## src/rtl/toggle_pulse_rx_pkg.sv

```systemverilog
// toggle_pulse_rx_pkg: receiver FSM state encoding and default parameters
package toggle_pulse_rx_pkg;
  typedef enum logic {ST_ARM, ST_RUN} state_e;
  localparam int SYNC_STAGES_DEF = 2;
  localparam int CNT_W_DEF = 8;
endpackage

```

## src/rtl/toggle_pulse_rx_sync_chain.sv

```systemverilog
// toggle_pulse_rx_sync_chain: SYNC_STAGES-deep synchroniser with async active-low reset
module toggle_pulse_rx_sync_chain #(
  parameter int SYNC_STAGES = 2
) (
  input  logic clk,
  input  logic rst_n,
  input  logic din,
  output logic dout
);
  logic [SYNC_STAGES-1:0] stg_q, stg_d;
  always_comb stg_d = {stg_q[SYNC_STAGES-2:0], din};
  always_ff @(posedge clk or negedge rst_n)
    if (!rst_n) stg_q <= '0;
    else stg_q <= stg_d;
  assign dout = stg_q[SYNC_STAGES-1];
endmodule

```

## src/rtl/toggle_pulse_rx.sv

```systemverilog
// toggle_pulse_rx: turns each level change on a toggle line into one pulse,
// with saturating event count, ack handshake and sticky overflow.
module toggle_pulse_rx
  import toggle_pulse_rx_pkg::*;
#(
  parameter int SYNC_STAGES = SYNC_STAGES_DEF,
  parameter int CNT_W = CNT_W_DEF
) (
  input  logic             c,
  input  logic             rst,
  input  logic             tin,
  input  logic             ack,
  input  logic             clr,
  output logic             level,
  output logic             pulse,
  output logic             pend,
  output logic             ovf,
  output logic [CNT_W-1:0] evt_cnt
);
  localparam int ARM_W = $clog2(SYNC_STAGES + 2);
  state_e state_q, state_d;
  logic [ARM_W-1:0] arm_q, arm_d;
  logic [CNT_W-1:0] cnt_q, cnt_d;
  logic prev_q, prev_d, pulse_q, pulse_d, pend_q, pend_d, ovf_q, ovf_d, edge_w;
  toggle_pulse_rx_sync_chain #(.SYNC_STAGES(SYNC_STAGES)) u_sync (
    .clk  (c),
    .rst_n(rst),
    .din  (tin),
    .dout (level)
  );
  // ARM lets the synchroniser fill so the level held at release becomes the baseline
  always_comb begin
    edge_w  = (state_q == ST_RUN) && (level ^ prev_q);
    state_d = (state_q == ST_ARM && arm_q == ARM_W'(SYNC_STAGES)) ? ST_RUN : state_q;
    arm_d   = (state_q == ST_ARM) ? arm_q + 1'b1 : arm_q;
    prev_d  = level;
    pulse_d = edge_w;
    cnt_d   = clr ? CNT_W'(edge_w) : (edge_w && cnt_q != '1) ? cnt_q + 1'b1 : cnt_q;
    pend_d  = edge_w || (pend_q && !ack);
    ovf_d   = (edge_w && pend_q && !ack) || (ovf_q && !clr);
  end
  always_ff @(posedge c or negedge rst) begin
    if (!rst) begin
      state_q <= ST_ARM;
      arm_q   <= '0;
      cnt_q   <= '0;
      prev_q  <= 1'b0;
      pulse_q <= 1'b0;
      pend_q  <= 1'b0;
      ovf_q   <= 1'b0;
    end else begin
      state_q <= state_d;
      arm_q   <= arm_d;
      cnt_q   <= cnt_d;
      prev_q  <= prev_d;
      pulse_q <= pulse_d;
      pend_q  <= pend_d;
      ovf_q   <= ovf_d;
    end
  end
  assign pulse   = pulse_q;
  assign pend    = pend_q;
  assign ovf     = ovf_q;
  assign evt_cnt = cnt_q;
endmodule

```

## config.mk

```make
export PLATFORM = sky130hd
export DESIGN_NAME = toggle_pulse_rx
export DESIGN_NICKNAME = d
export VERILOG_FILES = /design/src/rtl/toggle_pulse_rx_pkg.sv /design/src/rtl/toggle_pulse_rx_sync_chain.sv /design/src/rtl/toggle_pulse_rx.sv
export SDC_FILE = /design/constraint.sdc
export NUM_CORES = 1
export LEC_CHECK = 0
export ABC_AREA = 1
export ABC_CLOCK_PERIOD_IN_PS = 1400
export BUFFER_PORTS_ARGS = -buffer_cell sky130_fd_sc_hd__buf_2
export CAP_MARGIN = 40
export CORE_UTILIZATION = 51
export CTS_CLUSTER_DIAMETER = 60
export CTS_CLUSTER_SIZE = 28
export DETAILED_ROUTE_END_ITERATION = 6
export PLACE_DENSITY_LB_ADDON = 0.05
export SYNTH_ARGS = -nofsm -noshare
export SYNTH_HDL_FRONTEND = slang
export SYNTH_SLANG_ARGS = --single-unit
```

## constraint.sdc

```tcl
create_clock -name c -period 1.4 [get_ports c]
set_input_delay 0.14 -clock c [delete_from_list [all_inputs] [get_ports c]]
set_output_delay 0.14 -clock c [all_outputs]
set_load 0.005 [all_outputs]
```

Yosys cells after proc, flatten, opt, wreduce, memory -nomap -nowiden
Cells that the tools add are included.

Memories: 0. Memory bits (writable): 0. Latch bits: 0. Register bits after elaboration: 17. Bits in read-only memories: 0.

Equal/unequal tests: 2. Shifts and indexed selects: 0. Multiplexer cells: 2. Div/mod/pow operators: 0. $add $sub $neg: 2. Bitwise logic cells: 2. $lt $le $gt $ge: 0. Multipliers: 0. Reductions and logical operators: 12.

Operators by type and width (count): 8-bit two-way mux (2); 8-bit by 1-bit adder with 8-bit output (second input constant) (1); 8-bit != test (second input constant) (1); 1-bit logical AND (7); 2-bit by 1-bit adder with 2-bit output (second input constant) (1); 2-bit == test (second input constant) (1); 1-bit logical NOT (2); 1-bit logical OR (2); 2-bit nonzero test (1); 1-bit NOT (1); 1-bit bitwise XOR (1).

Longest topological paths before layout
Gate-level depths: netlist of the first run.

Word-level depth: 5. Mapped depth: 9. Mapped depth without buffers: 9.

Modules after synthesis
A second synthesis of the first run with hierarchy kept.

Cells, all modules: 93. Area, all modules: 807.0 um2.

By module, submodules not included: toggle_pulse_rx (area each 757.0 um2, seq. area each 375.4 um2, cells each 91, instances 1); toggle_pulse_rx_sync_chain (area each 50.0 um2, seq. area each 50.0 um2, cells each 2, instances 1).

Least setup slack after synthesis of the first run
Ideal clock, no wire load.

Path type: register -> register. From: register cnt_q[0], in the netlist evt_cnt[0]. To: register cnt_q[7], in the netlist evt_cnt[7]. Data required time: 1.282 ns. Slack: 0.167 ns. Data arrival time: 1.115 ns. Cell stages (with the launch flop): 10. Buffers on the path: 0. Setup time: 0.118 ns. Path through: dfrtp_1 -> ha_1 -> nand2_2 -> nor2_2 -> nand2_1 -> nand2_2 -> nand2_4 -> inv_4 -> nand2_1 -> nand2_1.

Cells in the longest elaborated chain, start to end: 3. Elaborated cells on any way between the ends: 6. Classes of those cells: add/sub: 1; eq/ne: 1; mux: 2; reduce/logical: 2.

Ends and longest elaborated chain: start: declaration (line toggle_pulse_rx.sv:23) `logic [CNT_W-1:0] cnt_q, cnt_d;`; start signal: assignment (line toggle_pulse_rx.sv:54) `cnt_q <= cnt_d;`; 8-bit by 1-bit adder with 8-bit output or 8-bit != test (tied branches) (line toggle_pulse_rx.sv:38) `cnt_d = clr ? CNT_W'(edge_w) : (edge_w && cnt_q != '1) ? cnt_q + 1'b1 : cnt_q;`; 8-bit two-way mux or 1-bit logical AND (tied branches) (line toggle_pulse_rx.sv:38); 8-bit two-way mux or 2-bit nonzero test (tied branches).

Parallel ways exist; a longest one is shown, timed or not. The select of a mux whose other input is x is not followed. A chain may end at the register's enable or synchronous reset.

Worst setup path in the final report of the first run
From: register cnt_q[0], in the netlist evt_cnt[0]. To: register cnt_q[6], in the netlist evt_cnt[6].

The elaborated chain is that of the path after synthesis.

==> reports/results.tsv, run 1 <==
metric	value	unit
status	finished clean	
mostFrequentLayoutCell	nand2_1	
cts_sinks	17	
drc	0	
placedCellCount	127	
hold_path_class	input pin to register	
fmax	0.7516	GHz
yosysSeqAreaShare	0.5304	
arrival	1.56	ns
grt_usage	0.2050	
finalPower	950.9	uW
antenna_left	0	
leakagePower	0.0005464	uW
timing_hold_violations_final	0	
drt-vias-per-instance	5.254	
routed_wl	1.657	mm
post-route-period-util	0.9503	
hold_depth	4	
final_cell_mix	nand2_1, dfrtp_1, buf_2, nor2_1, inv_1	
finalNetCount	131	
synthToLayoutAreaGrowth	23.71	%
grt_pass1_vias	594	
rrSetupSlack	0.07	ns
port_buffers	16	
cp-end-kind	register	
clockBufferDepth	2	
antennaDiodeCount	0	
clkLatencyLatePin	0.29	ns
slew_headroom	0.7478	
initial_utilization	0.5801	
drive_gt1_frac	0.2764	
grt_max_degree	18	
worst_pin_slew	0.3782	ns
setup_viol	0	
fillers	102	
syn-num-nets	103	
rows	13	
antenna_found_initial	0	
max-cap-violations	0	
cts.clk_slew.worst_paths	0.09	ns
synth_area	802.0	um2
reg2reg_to	evt_cnt[6]	
grt_pass1_wl	2.635	mm
hold_start	ack	
fin_crit	1.330	ns
io-pin-count	17	
skew	0.005409	ns
slew_viol_final	0	
ir_drop	0.0006873	V
core-area	1383	um2
die_area	1735	um2
die_w	41.66	um
fin_cells	138	
ys_ff_latch	17	
worst_ep_required_time	1.63	ns
die-height	41.66	um
yosys_warnings	0	
critical_path_class	register to register	
gp_congestion	0.8398	
syn_inst	96	
clock-root-buffer	clkbuf_4	
first_pass_iters	4	
ys_types	20	
whs_endpoint	pend	
start_kind	register	
htreeDepth	1	
p_per_area	958.4	nW/um2
wl_per_cell	12.01	um
reg2reg_depth	9	
hpwlAfterDp	1.152	mm
rsz0062_at_grt	yes	
numCtsBuffers	3	
crit_fanout	6	
syn_avg_cell_area	8.354	um2
vias	725	
r2r_start	evt_cnt[0]	
grt-ovfl-total	0	
cts_tree	built	
dr.first_iter.drc_count	22	
-- repair_timing --
item | CTS | global route
setup buffers | 0 | 5
hold buffers | 2 | 0
resized for setup | 0 | 3
hold endpoints to repair | 18 | 0
endpoints found under the setup margin | 0 | 8
-- routing by layer --
metal | global-route usage | routed length [um] | up-vias
met5 | 0 | 0 | -
met2 | 0.3000 | 786 | 24
met4 | 0.09677 | 36 | 0
met1 | 0.2845 | 756 | 345
met3 | 0.05217 | 76 | 5
li1 | - | - | 351
-- kinds of logic after synthesis --
logic type      after synthesis  share of synthesized area
simple gates                 55                     0.3042
xor+xnor                      2                    0.02184
flops                        17                     0.5304
compound gates                8                    0.05304
buf+inv                      12                    0.05929
fa+ha+maj                     2                    0.03120
-- registers in the layout (all words and copies together) (netlist names) --
name	count
u_sync.stg_q	2
ovf	1
prev_q	1
pend	1
evt_cnt	8
pulse	1
state_q	1
arm_q	2
-- Yosys cell counts --
library cell	count	share of area
nor3_1	1	0.0062
o21ai_1	2	0.012
nand2_1	30	0.14
xor2_1	1	0.011
or2_2	1	0.0078
nor2_4	1	0.014
nor2_2	1	0.0078
nor2_1	11	0.051
nand2_2	3	0.023
nand4_1	1	0.0078
ha_1	2	0.031
xnor2_1	1	0.011
o21ai_0	4	0.025
o21bai_1	1	0.0094
inv_1	11	0.051
inv_4	1	0.0078
a21oi_1	1	0.0062
nand3_1	5	0.031
dfrtp_1	17	0.53
nand2_4	1	0.014
-- power by group --
part	internal, uW	switching [uW]	total, uW
registers	516	20.5	536
clock network	111	147	258
logic	74.4	82.0	156
-- metrics by stage --
stage | hold slack (ns) | worst slack (ns) | cell area (um2) | util | setup TNS (ns)
4_1_cts | 0.09780 | 0.02219 | 947.2 | 0.6851 | 0
2_1_floorplan | -0.1556 | 0.1670 | 802.0 | - | 0
6_report | 0.09867 | 0.06954 | 992.2 | 0.7176 | 0
5_1_grt | 0.1302 | -0.01365 | 992.2 | 0.7176 | -0.03583
3_5_place_dp | 0.07901 | 0.06483 | 900.9 | 0.6516 | 0
3_3_place_gp | 0.07415 | 0.1063 | 900.9 | 0.6516 | 0
-- critical path: stages (launching register included) --
cell and delay, ns:
dfrtp_1 0.39, ha_2 0.22, nand2_4 0.07, nor2_2 0.09
nand2_1 0.07, nand2_2 0.12, nand2_4 0.09, inv_4 0.09
nand2_1 0.06, nand2_1 0.08
-- area by class of cell --
type	instances	area (um2)	share of cell area
Tap cell	15	18.77	0.01892
Multi-Input combinational cell	67	336.6	0.3392
Clock buffer	4	26.28	0.02648
Timing Repair Buffer	23	137.6	0.1387
Inverter	12	47.55	0.04792
Sequential cell	17	425.4	0.4288
-- how the worst max path moves through the flow --
stage	cells past startpoint	endpoint	slack [ns]	start
after global routing	9	evt_cnt[6]	-0.01	evt_cnt[1]
after floorplan	9	evt_cnt[7]	0.17	evt_cnt[0]
after CTS	8	evt_cnt[6]	0.02	evt_cnt[0]
final	9	evt_cnt[6]	0.07	evt_cnt[0]
after detailed placement	8	evt_cnt[6]	0.06	evt_cnt[0]
after global placement	8	evt_cnt[6]	0.11	evt_cnt[0]
Power figures use the tool's default switching activity.
==> inputs of run 2 (changes only) <==
--- a/config.mk
+++ b/config.mk
@@ -5,7 +5,6 @@
 export SDC_FILE = /design/constraint.sdc
 export NUM_CORES = 1
 export LEC_CHECK = 0
-export ABC_AREA = 1
 export ABC_CLOCK_PERIOD_IN_PS = 1400
 export BUFFER_PORTS_ARGS = -buffer_cell sky130_fd_sc_hd__buf_2
 export CAP_MARGIN = 40
@@ -13,6 +12,7 @@
 export CTS_CLUSTER_DIAMETER = 60
 export CTS_CLUSTER_SIZE = 28
 export DETAILED_ROUTE_END_ITERATION = 6
+export GPL_ROUTABILITY_DRIVEN = 0
 export PLACE_DENSITY_LB_ADDON = 0.05
 export SYNTH_ARGS = -nofsm -noshare
 export SYNTH_HDL_FRONTEND = slang
==> run 2 against run 1 <==
Effect of this change: non-clock buffer count grew 3; sequential share of layout area shrank 0.76 points; critical path depth is 4 lower; fmax is 2.2% lower; clock power is 2% lower; combinational power shrank 7%; synthesized cell count shrank 23%; area after synthesis shrank 2.5%; power fell by 0.32%; via count down 12%; core utilization grew 2.6 points; count of clock-buffer cells in the layout unchanged; critical path type unchanged; highest routed layer unchanged.
==> reports/results.tsv, run 2 <==
metric	value	unit	change
wl_per_cell	13.46	um	+12%
leakagePower	0.0004523	uW	-17%
io-pin-count	17		unchanged
p_per_area	932.9	nW/um2	-2.7%
fmax	0.7350	GHz	-2.2%
die-height	41.16	um	-1.2%
mostFrequentLayoutCell	buf_2		
final_cell_mix	buf_2, dfrtp_1, nand2_1, buf_4, nor2_1		
hpwlAfterDp	1.111	mm	-3.5%
drive_gt1_frac	0.3725		+0.09613
rows	13		unchanged
slew_viol_final	0		unchanged
first_pass_iters	4		unchanged
skew	0.01129	ns	+0.005881 ns
post-route-period-util	0.9719		+0.02153
synth_commonest_cells	dfrtp_1, nand2_1, nor2_1		
ir_drop	0.0008573	V	+25%
ys_ff_latch	17		unchanged
worst_pin_slew	0.3695	ns	-0.008786 ns
synthMostInstantiatedCell	dfrtp_1		
yosys_warnings	0		unchanged
clkLatencyLatePin	0.28	ns	about the same
antenna_left	0		unchanged
vias	637		-12%
worst_ep_required_time	1.56	ns	-0.07 ns
critPathSlowestCell	dfrtp_1		
ys_types	30		+50%
netlist_top_cells_area	dfrtp_1, nand2_1, ha_1		
rsz0062_at_grt	yes		
fin_crit	1.361	ns	+0.03014 ns
ys.flop_type	dfrtp_1		
largest_register_ffs	8		unchanged
die_w	41.16	um	-1.2%
synth_top_area_share	0.5440		+0.01358
synth_edf_count	0		unchanged
synth-async-reset-ratio	1.000		unchanged
numCtsBuffers	3		unchanged
critical_path_class	register to register		
crit_buf_inv	0		-1
synth.largest_area_cell	dfrtp_1		
slew_headroom	0.7519		+0.004087
fin_tns_setup	0	ns	unchanged
finalNetCount	110		-16%
synth_area	782.0	um2	-2.5%
yosysSeqAreaShare	0.5440		+0.01358
place_ws	0.01300	ns	-0.05183 ns
crit_fanout	4		-2
synthToLayoutAreaGrowth	29.92	%	
arrival	1.52	ns	-0.04 ns
port_buffers	16		unchanged
core-area	1366	um2	-1.2%
setup_viol	0		unchanged
initial_utilization	0.5723		-0.007746
die_area	1694	um2	-2.4%
clockBufferDepth	2		unchanged
timing.final.ws_setup	0.03941	ns	-0.03014 ns
worstPathCellList	ha_4 > nand3_4 > o211ai_1 > mux2i_1 > nor2_1		
grt_pass1_wl	2.318	mm	-12%
routed_wl	1.575	mm	-4.9%
status	finished clean		
syn_inst	74		-23%
crit_family	flip-flops		
start_kind	register		
cts_sinks	17		unchanged
htreeDepth	1		unchanged
grt_usage	0.2187		+0.01369
antennaDiodeCount	0		unchanged
timing_hold_violations_final	0		unchanged
antenna_found_initial	0		unchanged
syn_avg_cell_area	10.57	um2	+26%
syn-num-nets	81		-21%
drc	0		unchanged
cp-end-kind	register		
dr.first_iter.drc_count	6		-73%
hold_path_class	input pin to register		
slowest_delay	0.43	ns	+0.04 ns
grt_pass1_vias	547		-7.9%
cts_tree	built		
grt-ovfl-total	0		unchanged
drt-vias-per-instance	5.444		+3.6%
grt_max_degree	18		unchanged
clock-root-buffer	clkbuf_4		
cts.clk_slew.worst_paths	0.09	ns	about the same
max-cap-violations	0		unchanged
==> run 2: cell count changes in the layout (fill, tap and decap cells not counted), sizes merged, moves of 3 or more <==
| cell | previous run | this run |
|---|---|---|
| a211oi | 0 | 3 |
| buf | 21 | 24 |
| nand2 | 34 | 9 |
| nor2 | 13 | 6 |
| nand3 | 5 | 1 |
| inv | 12 | 3 |
| o21ai | 6 | 1 |
| nand2b | 0 | 3 |
==> run 2: layer usage <==
layer,track usage,wire length [um],vias up
met4,0.07258,13,0
li1,-,-,317
met1,0.2793,710,301
met2,0.3633,780,17
met3,0.04891,70,2
met5,0,0,-
==> run 2: tightest hold or removal path: stages <==
cell and delay (ns):
buf_2 0.07, nand2b_1 0.11, nand2_1 0.05
==> run 2: cell families after synthesis <==
kind of cell               share of synthesized area
AOI/OAI and AO/OA                             0.1120
muxes                                        0.02560
buffers and inverters                        0.03519
and+or+nand+nor                               0.2064
xor gates and xnor gates                     0.04481
adders and majority gates                    0.03199
DFF                                           0.5440
==> run 2: repair_timing <==
action,4_1_cts,5_1_grt
buffers inserted,0,0
gates resized for setup,2,6
endpoints found under the setup margin,3,5
pin swaps,0,7
hold buffers,2,0
hold endpoints to repair,18,0
==> run 2: final timing paths <==
path | start | end | slack, ns | depth (start not counted)
max in group asynchronous | rst | u_sync.stg_q[1] | 0.80 | 2
hold / removal | ack | pend | 0.13 | 3
min in group asynchronous | rst | pulse | 0.30 | 2
hold reg to reg | u_sync.stg_q[0] | u_sync.stg_q[1] | 0.38 | 0
setup / recovery | evt_cnt[1] | evt_cnt[1] | 0.04 | 5
setup reg to reg | evt_cnt[1] | evt_cnt[1] | 0.04 | 5
==> run 2: layout make-up <==
type	instances	area, um2
clock buffers	4	26.28
fillers	109	350.3
inverters	4	16.27
multi-input cells	51	366.6
flip-flops and latches	17	427.9
well taps	15	18.77
repair buffers	26	160.2
==> run 2: where the power goes <==
part,switching (uW),internal (uW),leakage [uW]
combinational,72.6,72.7,0.000234
clock,144,110,0.0000150
sequential,29.1,519,0.000203
total,245,702,0.000452
==> run 2: per-stage QoR <==
stage / instance area, um2 / total power, uW / hold WS (ns) / std cells / util
CTS: 985.9 / 942.4 / 0.1157 / 117 / 0.7216
global placement: 929.6 / 673.4 / 0.07003 / 111 / 0.6804
detailed placement: 929.6 / 678.5 / 0.07071 / 111 / 0.6804
finish: 1016 / 947.8 / 0.1270 / 117 / 0.7436
global route: 1016 / 1001 / 0.1392 / 117 / 0.7436
floorplan: 782.0 / 612.1 / -0.1556 / 74 / -
